`config.mk`:
```
export PLATFORM = sky130hd
export DESIGN_NAME = shreg_univ
export DESIGN_NICKNAME = d
export VERILOG_FILES = /design/src/rtl/shreg_pkg.sv /design/src/rtl/dffr_en.sv /design/src/rtl/shreg_univ.sv
export SDC_FILE = /design/constraint.sdc
export NUM_CORES = 1
export LEC_CHECK = 0
export ABC_AREA = 1
export BUFFER_PORTS_ARGS = -buffer_cell sky130_fd_sc_hd__buf_2
export CAP_MARGIN = 40
export CORE_MARGIN = 1.5
export CORE_UTILIZATION = 48
export DETAILED_ROUTE_END_ITERATION = 12
export PLACE_DENSITY = 0.85
export SLEW_MARGIN = 20
export SYNTH_ARGS = -nofsm -noshare
export SYNTH_HDL_FRONTEND = slang
export SYNTH_SLANG_ARGS = --single-unit
```
`constraint.sdc`:
```
create_clock -name CK -period 1.09 [get_ports CK]
set_clock_uncertainty 0.05 [all_clocks]
set_input_delay 0.0545 -clock CK [delete_from_list [all_inputs] [get_ports CK]]
set_output_delay 0.0545 -clock CK [all_outputs]
set_load 0.02 [all_outputs]
```
`src/rtl/shreg_pkg.sv`:
```
// shreg_pkg: mode encodings shared by the universal shift register and its users.
package shreg_pkg;
    localparam int MODE_W = 3;
    localparam logic [MODE_W-1:0] M_HOLD = 3'd0;
    localparam logic [MODE_W-1:0] M_LOAD = 3'd1;
    localparam logic [MODE_W-1:0] M_SHL  = 3'd2;
    localparam logic [MODE_W-1:0] M_SHR  = 3'd3;
    localparam logic [MODE_W-1:0] M_ROL  = 3'd4;
    localparam logic [MODE_W-1:0] M_ROR  = 3'd5;
    localparam logic [MODE_W-1:0] M_ASR  = 3'd6;
    localparam logic [MODE_W-1:0] M_CLR  = 3'd7;
endpackage

```
`src/rtl/dffr_en.sv`:
```
// dffr_en: single-bit rising-edge flop with clock enable and async active-high reset to INIT.
module dffr_en #(
    parameter logic INIT = 1'b0
) (
    input  logic CK,
    input  logic RST,
    input  logic EN,
    input  logic D,
    output logic Q
);
    logic q_q, q_d;
    always_comb q_d = EN ? D : q_q;
    always_ff @(posedge CK or posedge RST) begin
        if (RST) q_q <= INIT;
        else     q_q <= q_d;
    end
    assign Q = q_q;
endmodule

```
`src/rtl/shreg_univ.sv`:
```
// shreg_univ: WIDTH-bit universal register (load, shift, rotate, arithmetic shift, clear)
// with a serial-out bit that remembers the last bit shifted or rotated out.
module shreg_univ
    import shreg_pkg::*;
#(
    parameter int               WIDTH     = 8,
    parameter logic [WIDTH-1:0] RESET_VAL = '0
) (
    input  logic              CK,
    input  logic              RST,
    input  logic              EN,
    input  logic [MODE_W-1:0] MODE,
    input  logic [WIDTH-1:0]  D,
    input  logic              SIL,
    input  logic              SIR,
    output logic [WIDTH-1:0]  Q,
    output logic              SO,
    output logic              ZERO
);
    logic [WIDTH-1:0] q_q, q_d;
    logic             so_q, so_d;
    always_comb begin
        q_d  = q_q;
        so_d = so_q;
        case (MODE)
            M_HOLD: ;
            M_LOAD: q_d = D;
            M_SHL:  begin q_d = {q_q[WIDTH-2:0], SIL};       so_d = q_q[WIDTH-1]; end
            M_SHR:  begin q_d = {SIR, q_q[WIDTH-1:1]};       so_d = q_q[0];       end
            M_ROL:  begin q_d = {q_q[WIDTH-2:0], q_q[WIDTH-1]}; so_d = q_q[WIDTH-1]; end
            M_ROR:  begin q_d = {q_q[0], q_q[WIDTH-1:1]};    so_d = q_q[0];       end
            M_ASR:  begin q_d = {q_q[WIDTH-1], q_q[WIDTH-1:1]}; so_d = q_q[0];    end
            M_CLR:  begin q_d = '0;                          so_d = 1'b0;         end
            // Unknown mode: let X propagate rather than guess
            default: begin q_d = 'x; so_d = 1'bx; end
        endcase
    end
    for (genvar i = 0; i < WIDTH; i++) begin : g_q
        dffr_en #(.INIT(RESET_VAL[i])) u_q (
            .CK(CK), .RST(RST), .EN(EN), .D(q_d[i]), .Q(q_q[i])
        );
    end
    dffr_en #(.INIT(1'b0)) u_so (
        .CK(CK), .RST(RST), .EN(EN), .D(so_d), .Q(so_q)
    );
    assign Q    = q_q;
    assign SO   = so_q;
    assign ZERO = (q_q == '0);
endmodule

```
==> impl_results.md, run 1 <==
- Final Hold Fails: 0
- Predominant post-synthesis flop cell: dfrtp_1
- Initial antenna violation count: 0
- Finished Cell Area: 961 um^2
- Cell taking the most area after synthesis: dfrtp_1
- Critical Path Start Type: flip-flop
- Clock transition at path regs: 0.07 ns
- Initial Util: about 51%
- Post-synthesis sequential area ratio: 29.3%
- Synthesis-to-layout area growth: 25.1%
- Min-delay src: D[2]
- Crit path DAT: 1.21 ns
- Number of max-cap violations: 0
- Hold_ws: 0.0730 ns
- Worst hold path class: in2reg
- Average size of a mapped cell: 6.51 um^2
- Worst setup startpoint: g_q[5].u_q.Q
- Reg2reg end: g_q[0].u_q.Q
- Root Driver: clkbuf_4
- Final Cycle Share: 121%
- GPL Wtd Cong: between 0.8 and 0.9
- CTS tree: done
- DIE AREA: ~1800 um^2
- First-pass GRT wire length: 2900 um
- Fraction of layout instances using a drive strength above 1: around 33%
- Slew @ Worst Pin: 0.392 ns
- Antenna Violating Nets Remaining: 0
- PwrDens: 1300 nW/um^2
- Row cnt: 14
- Port Buffers: 25
- Vias in the first global route: 698
- Synth top cells by count: nand2_1, nor2_1, buf_4, dfrtp_1, nand3_1
- DR iter-0 viols: 19
- Congestion Overflow GR: 0
- # setup viols final: 1
- Final Slew Violations: 0
- DRC Markers: 0
- Clock sinks: 9
- Synth cell types: 19
- Max Fanout on Critical Path: 2
- Worst reg2reg startpoint: g_q[7].u_q.Q
- Critical path class: reg2out
- Post-synthesis cell area: 768 um^2
- Number of top-level pins: 26
- CTS Buf Count: 3
- Flop-to-flop setup slack: 0.04 ns
- Routed len/inst: 11.3 um
- FF+latch count, synth: 9
- Dpl cell area: 885 um^2
- Area contributors post-synth: dfrtp_1, nand2_1, buf_4, nor2_1, nand3_1
- Most frequent cell after synthesis: nand2_1
- Core area: 1510 um^2
- Largest net degree at the start of global routing: 15
- Total track usage: between 20% and 30%
- Leak Pwr: between 0.5 and 0.6 nW
- Hold Path Cell Cnt: 5
- Die Y-Extent: ~43 um
- NumNets Final: about 160
- Worst vdd ir: 0.809 mV
- Dpl hpwl: around 1300 um
- Worst skew pair latency: 0.27 ns
- Syn Nets: ~130
- Critical Path Sink Type: output pin
- Vias per cell: about 5.3
- Violated checks: setup timing
- Top cell type's share of synthesized area: ~29%
- WL final: between 1500 and 2000 um
- Slew margin rel.: 73.7%
- Final Critical Period: between 1 and 1.5 ns
- Post-synth EDFFs: 0
- Yosys warns: 0
- RSZ-0062 raised after global routing: true
- Fin worst setup slack: -0.225 ns
- Mapped Cells: 118
- Max Fclk: between 700 and 800 MHz
- Pre-antenna DRT Iters: 4
- Status: finished, violations left
- CP required: 0.99 ns
- Worst Hold Path EP: g_q[2].u_q.Q
- R2R depth: 5
- ANT cells: 0
- Die X: between 40 and 50 um
- Async SR Flop Fraction: 100%
- CTS H-tree depth: 1
- Deepest clock path buffer count: 2
- Via Count: 853
## cells by family (layout without fill, tap and decap cells)
kind of cell,after synthesis,count (layout),synth area share (%)
buffers and inverters,17,44,15.6
AO/OA/AOI/OAI,9,9,8.31
flip-flops,9,9,29.3
AND/OR/NAND/NOR,83,83,46.7
## worst max path at each step
stage                    to  slack, ns  cells after the start
2_1_floorplan  g_q[0].u_q.Q       0.10                      5
3_3_place_gp           ZERO       0.06                      3
3_5_place_dp           ZERO       0.04                      3
4_1_cts                ZERO      -0.23                      3
5_1_grt                ZERO      -0.29                      3
6_report               ZERO      -0.22                      3
## power breakdown
| group | leakage, nW | switching [mW] | internal (mW) |
|---|---|---|---|
| logic | 0.423 | 0.296 | 0.237 |
| clock network | 0.0150 | 0.128 | 0.141 |
| registers | 0.114 | 0.0547 | 0.391 |
## placed cells by master (no fill, tap or decap)
master	instances
nand2_4	1
nor4_1	1
or2_1	1
clkbuf_1	1
dfrtp_1	8
a31oi_1	6
nor2_2	3
buf_6	4
inv_2	3
o21ai_0	1
clkbuf_4	3
nand2_1	50
and2_1	1
a21oi_1	1
nor4_2	1
dfrtp_2	1
inv_1	2
buf_2	21
nor2_1	13
dlygate4sd3_1	1
buf_12	1
nand3_2	1
o21ai_4	1
buf_4	8
nand4_1	2
nand3_1	9
## timing repair
action                     4_1_cts  5_1_grt
gates cloned                     0        0
pin swaps                        1        1
buffers inserted                 1        0
gates resized for setup          4        6
hold endpoints to repair         9        0
hold buffers                     1        0
setup endpoints to repair        2        1
## area by class of cell
| type | instances | area (um^2) |
|---|---|---|
| flip-flops and latches | 9 | 226 |
| multi-input cells | 92 | 429 |
| inverters | 5 | 18.8 |
| clock buffers | 4 | 26.3 |
| well taps | 16 | 20.0 |
| repair buffers | 35 | 240 |
| fillers | 136 | 546 |
## state kept, by name (all words and copies together), names as in the netlist
register	flops
g_q.u_q.Q	8
u_so.Q	1
## per-stage QoR
step	utilization, %	power, mW	instances	setup WS (ns)	setup TNS [ns]
floorplan	-	0.807	118	0.103	0
finish	63.8	1.25	161	-0.225	-0.225
global route	63.8	1.33	161	-0.288	-0.301
detailed placement	58.7	0.929	155	0.0426	0
global placement	58.7	0.916	155	0.0628	0
CTS	62.5	1.23	161	-0.235	-0.235
## worst max-delay path, cell delays in order, from the launching register on
cell	delay, ns
dfrtp_1	0.39
nor4_1	0.26
and2_1	0.18
buf_6	0.11
## metal layers
metal	routed length [um]	vias up	global-route usage, %
met4	20	0	9.09
met5	0	-	0
met3	125	4	4.26
li1	-	426	-
met2	870	36	33.9
met1	797	387	26.8
Power figures use the tool's default switching activity.
==> inputs of run 2 (changes only) <==
Settings changed: HOLD_SLACK_MARGIN set to 0.15.
==> run 2 against run 1 <==
  * The flow still finishes with violations (setup timing)
  * Final area grew 11%
  * Hold slack gained 0.082 ns
  * Cell count grew 6.2%
  * Utilization grew 6.8 points
  * Critical path depth is the same
  * Clock power is essentially flat
  * Flip-flop and latch count is the same
  * Die area is the same
  * Total power grew 2.5%
  * Fmax is essentially flat
  * Routed wire length grew 6.4%
  * Via count grew 3.3%
  * Critical path type unchanged
==> impl_results.md, run 2 (synthesis results as in run 1) <==
- Fin worst setup slack: -0.225 ns
- Clock transition at path regs: about 0.07 ns
- Commonest non-fill, non-tap cell in the layout: nand2_1
- Routed len/inst: 11.3 um
- Min-delay src: SIL
- Max Fanout on Critical Path: 2
- Setup TNS: -0.225 ns
- Worst hold path class: in2reg
- Slowest cell delay on critical path: 0.39 ns
- RSZ-0062 raised after global routing: true
- Number of max-cap violations: 0
- Final Cycle Share: 121%
- Final Hold Fails: 0
- Critical Path Sink Type: output pin
- Clock sinks: 9
- Dpl cell area: a little under 900 um^2
- CTS Buf Count: 3
- Worst reg2reg startpoint: g_q[1].u_q.Q
- Status: finished, violations left
- DRC Markers: 0
- Critical Path Start Type: flip-flop
- Max Fclk: 760 MHz
- Die Y-Extent: 43.0 um
- Crit path DAT: 1.21 ns
- Via Count: slightly below 900
- Slew @ Worst Pin: 0.389 ns
- Final Slew Violations: 0
- Final Critical Period: 1.32 ns
- Highest-delay cell along the critical path: dfrtp_1
- Largest net degree at the start of global routing: 15
- Worst setup startpoint: g_q[5].u_q.Q
- Deepest clock path buffer count: 2
- Row cnt: 14
- ANT cells: 0
- Initial Util: 51.0%
- Pre-antenna DRT Iters: 4
- Congestion Overflow GR: 0
- DIE AREA: around 1800 um^2
- First-pass GRT wire length: approximately 3200 um
- Slew margin rel.: roughly three quarters
- Number of flip-flops under the largest register name: 8
- Worst vdd ir: ~0.8 mV
- Vias per cell: 5.15
- CTS tree: done
- Leak Pwr: slightly below 0.6 nW
- # setup viols final: 1
- Critical path class: reg2out
- Port Buffers: 25
- DR iter-0 viols: 10
- Synthesis-to-layout area growth: 38.4%
- CTS H-tree depth: 1
- PwrDens: 1200 nW/um^2
- Vias in the first global route: between 700 and 800
- Total track usage: 23.1%
- Worst skew pair latency: roughly 0.27 ns
- CP required: 0.99 ns
- WL final: 1930 um
- Initial antenna violation count: 0
- GPL Wtd Cong: between 0.8 and 0.9
- Critical-path cell list: nor4_1 -> and2_1 -> buf_6
- Finished Cell Area: 1060 um^2
- Number of top-level pins: 26
- NumNets Final: 172
- Core area: 1510 um^2
- Most frequent cells in the layout: nand2_1, buf_2, nor2_1
- Root Driver: clkbuf_4
- Violated checks: setup timing
- Dpl hpwl: about 1300 um
- Die X: 43.0 um
- Antenna Violating Nets Remaining: 0
- Fraction of layout instances using a drive strength above 1: a little under a third
==> run 2: cell types whose count changed in the layout (fill, tap and decap cells not counted) <==
cell           before  now
buf_2              21   20
dlygate4sd3_1       1   11
buf_4               8    9
==> run 2: per-stage QoR <==
step	util (%)	hold WS [ns]	setup slack, ns	cells	power, mW
3_3_place_gp	58.7	-0.0165	0.0628	155	0.916
3_5_place_dp	58.7	0.00436	0.0426	155	0.929
2_1_floorplan	-	-0.168	0.103	118	0.807
5_1_grt	70.6	0.178	-0.291	171	1.37
4_1_cts	69.1	0.155	-0.235	171	1.26
6_report	70.6	0.155	-0.225	171	1.28
==> run 2: final cells by class <==
type	instances	area, um^2
Timing Repair Buffer	45	343
Clock buffer	4	26.3
Fill cell	116	443
Inverter	5	18.8
Sequential cell	9	226
Multi-Input combinational cell	92	429
Tap cell	16	20.0
==> run 2: path summary, 6_finish.rpt <==
check	end	slack (ns)	cells after the start
max	ZERO	-0.23	3
max reg2reg	g_q[2].u_q.Q	0.03	5
max in group asynchronous	g_q[7].u_q.Q	0.44	3
min in group asynchronous	g_q[5].u_q.Q	0.25	3
min	g_q[0].u_q.Q	0.15	7
min reg2reg	u_so.Q	0.43	2
==> run 2: worst max-delay path, delay by kind of cell (launching register included) <==
kind                   cells  cell delay, ns
buffers and inverters      1            0.12
AND/OR/NAND/NOR            2            0.45
flip-flops                 1            0.39
==> run 2: timing repair <==
| item | in CTS | in global routing |
|---|---|---|
| setup buffers | 1 | 1 |
| endpoints found under the hold margin | 18 | 0 |
| gates resized for setup | 4 | 7 |
| pin swaps | 1 | 1 |
| hold buffers | 11 | 0 |
| cloned | 0 | 0 |
| endpoints found under the setup margin | 2 | 4 |
==> run 2: routing by layer <==
| layer | track usage [%] | part of all wire, % | vias up |
|---|---|---|---|
| met5 | 0 | 0 | - |
| li1 | - | - | 448 |
| met4 | 12.1 | 1.7 | 0 |
| met3 | 5.96 | 7.0 | 6 |
| met1 | 27.9 | 44 | 389 |
| met2 | 37.6 | 47 | 38 |
==> run 2: report_power, final <==
part | switching, mW | leakage, nW | internal, mW | total, mW
clock | 0.127 | 0.0150 | 0.141 | 0.268
combinational | 0.302 | 0.465 | 0.264 | 0.566
sequential | 0.0539 | 0.114 | 0.391 | 0.445
total | 0.483 | 0.594 | 0.797 | 1.28
==> inputs of run 3 (changes only) <==
Settings changed: BUFFER_PORTS_ARGS -buffer_cell sky130_fd_sc_hd__buf_2 to -buffer_cell sky130_fd_sc_hd__clkbuf_2, GPL_TIMING_DRIVEN set to 0.
==> run 3 against run 2 <==
  * Cell count increased by 9.9%
  * Largest power group unchanged
  * Sequential share of layout area shrank 4.7 points
  * Utilization increased by 20 points
  * Critical endpoint unchanged
  * Worst setup slack worse by 0.074 ns
  * The flow still finishes with violations (setup timing)
  * Hold slack better by 0.052 ns
==> impl_results.md, run 3 (synthesis results as in run 1) <==
- Finished Cell Area: roughly 1400 um^2
- Critical-path cell list: nor4_2 -> and2_1 -> clkbuf_8
- CTS Buf Count: 3
- Vias in the first global route: a little over 900
- Die Y-Extent: between 40 and 50 um
- Dpl cell area: 903 um^2
- Status: finished, violations left
- First-pass GRT wire length: 3990 um
- Fraction of layout instances using a drive strength above 1: 37.8%
- FILL cells: 63
- Multi-input gate area: between 400 and 500 um^2
- Flop-to-flop setup slack: -0.10 ns
- Fin worst setup slack: -0.300 ns
- DR iter-0 viols: 75
- Die X: 43.0 um
- Clock transition at path regs: ~0.070 ns
- Max Fanout on Critical Path: 2
- Root Driver: clkbuf_4
- Vias per cell: 5.86
- PwrDens: ~1200 nW/um^2
- Worst skew pair latency: 0.28 ns
- Slew @ Worst Pin: 0.816 ns
- Number of flip-flops under the largest register name: 8
- DIE AREA: roughly 1800 um^2
- Commonest non-fill, non-tap cell in the layout: nand2_1
- Hold Path Cell Cnt: 5
- Critical path class: reg2out
- Final Hold Fails: 0
- Routed len/inst: 17.5 um
- Congestion Overflow GR: 0
- GPL Wtd Cong: roughly 0.80
- Crit path DAT: ~1.3 ns
- Leak Pwr: about 0.72 nW
- Synthesis-to-layout area growth: 76.9%
- WL final: 3290 um
- CTS H-tree depth: 1
- Hold_ws: between 0.2 and 0.25 ns
- Row cnt: 14
- Final Slew Violations: 0
- Violated checks: setup timing
- DRC Markers: 0
- Initial antenna violation count: 0
- Slowest cell delay on critical path: between 0.4 and 0.5 ns
- Register Area: 225 um^2
- Final Critical Period: 1.39 ns
- R2R depth: 6
- CTS tree: done
- Crit path to: ZERO
- Antenna Violating Nets Remaining: 0
- Number of max-cap violations: 0
- Via Count: 1102
- Dpl hpwl: 1280 um
- Core area: 1510 um^2
- # setup viols final: 14
- Critical Path Sink Type: output pin
- Deepest clock path buffer count: 2
- Worst reg2reg startpoint: g_q[7].u_q.Q
- Number of top-level pins: 26
- Worst hold path class: in2reg
- Clock sinks: 9
- Reg2reg end: g_q[0].u_q.Q
- Highest-delay cell along the critical path: dfrtp_1
- Total track usage: 28.7%
- Slew margin rel.: 45.4%
- Worst vdd ir: 0.791 mV
- RSZ-0062 raised after global routing: true
- Max Fclk: ~720 MHz
- CP required: 0.99 ns
- Critical Path Start Type: flip-flop
- NumNets Final: around 190
- Largest net degree at the start of global routing: 11
- Pre-antenna DRT Iters: 5
- Worst setup startpoint: g_q[3].u_q.Q
- Port Buffers: 23
- Initial Util: 51.0%
- ANT cells: 0
- Most frequent cells in the layout: nand2_1, buf_6, clkbuf_2
- Final Cycle Share: 127%
run 3: cell count changes in the layout (fill, tap and decap cells not counted), sizes merged:
cell and delta:
clkbuf +18, buf -4, dlygate4sd3 +2, dlymetal6s4s +1
run 3: worst max-delay path: cells and delay by family (launching register included):
family | cells | cell delay [ns]
flip-flops | 1 | 0.41
AND/OR/NAND/NOR | 2 | 0.45
buffers and inverters | 1 | 0.15
run 3: how the worst min path moves through the flow:
stage / from / end / slack, ns
floorplan: RST / g_q[0].u_q.Q / -0.17
global placement: RST / g_q[2].u_q.Q / -0.03
detailed placement: RST / g_q[3].u_q.Q / -0.02
CTS: MODE[2] / g_q[7].u_q.Q / 0.17
global route: MODE[0] / g_q[1].u_q.Q / 0.23
finish: MODE[0] / g_q[1].u_q.Q / 0.21
run 3: final cells by class:
class                           count  area share [%]
Multi-Input combinational cell     92            35.4
Timing Repair Buffer               52            35.2
Sequential cell                     9            16.6
Buffer                             10            7.73
Clock buffer                        4            1.93
Inverter                            5            1.75
Tap cell                           16            1.47
run 3: stage by stage:
step           utilization [%]  setup WS [ns]  std cells  TNS [ns]  power [mW]
6_report                  90.2         -0.300        188     -1.58        1.67
3_3_place_gp              60.0       -0.00629        157  -0.00629       0.932
5_1_grt                   90.2         -0.310        188     -1.76        1.71
2_1_floorplan                -          0.103        118         0       0.807
4_1_cts                   81.1         -0.248        184     -2.29        1.45
3_5_place_dp              60.0        -0.0170        157   -0.0170       0.944
run 3: metal layers:
layer	vias up	wire (um)	share of wire (%)	GRT usage, %
li1	483	-	-	-
met1	505	1190	36	36.5
met2	101	1620	49	47.3
met3	13	401	12	3.83
met4	0	76	2.3	14.5
met5	-	0	0	0
run 3: timing repair:
item                                   4_1_cts  5_1_grt
pin swaps                                    4       11
cloned                                       0        0
setup buffers                               11        8
resized for setup                           17       28
endpoints found under the hold margin       18        0
setup endpoints to repair                    8       16
hold buffers                                14        0
run 3: power breakdown:
part	internal, mW	switching [mW]
Sequential	0.389	0.0556
Combinational	0.489	0.446
Clock	0.142	0.144
Total	1.02	0.645
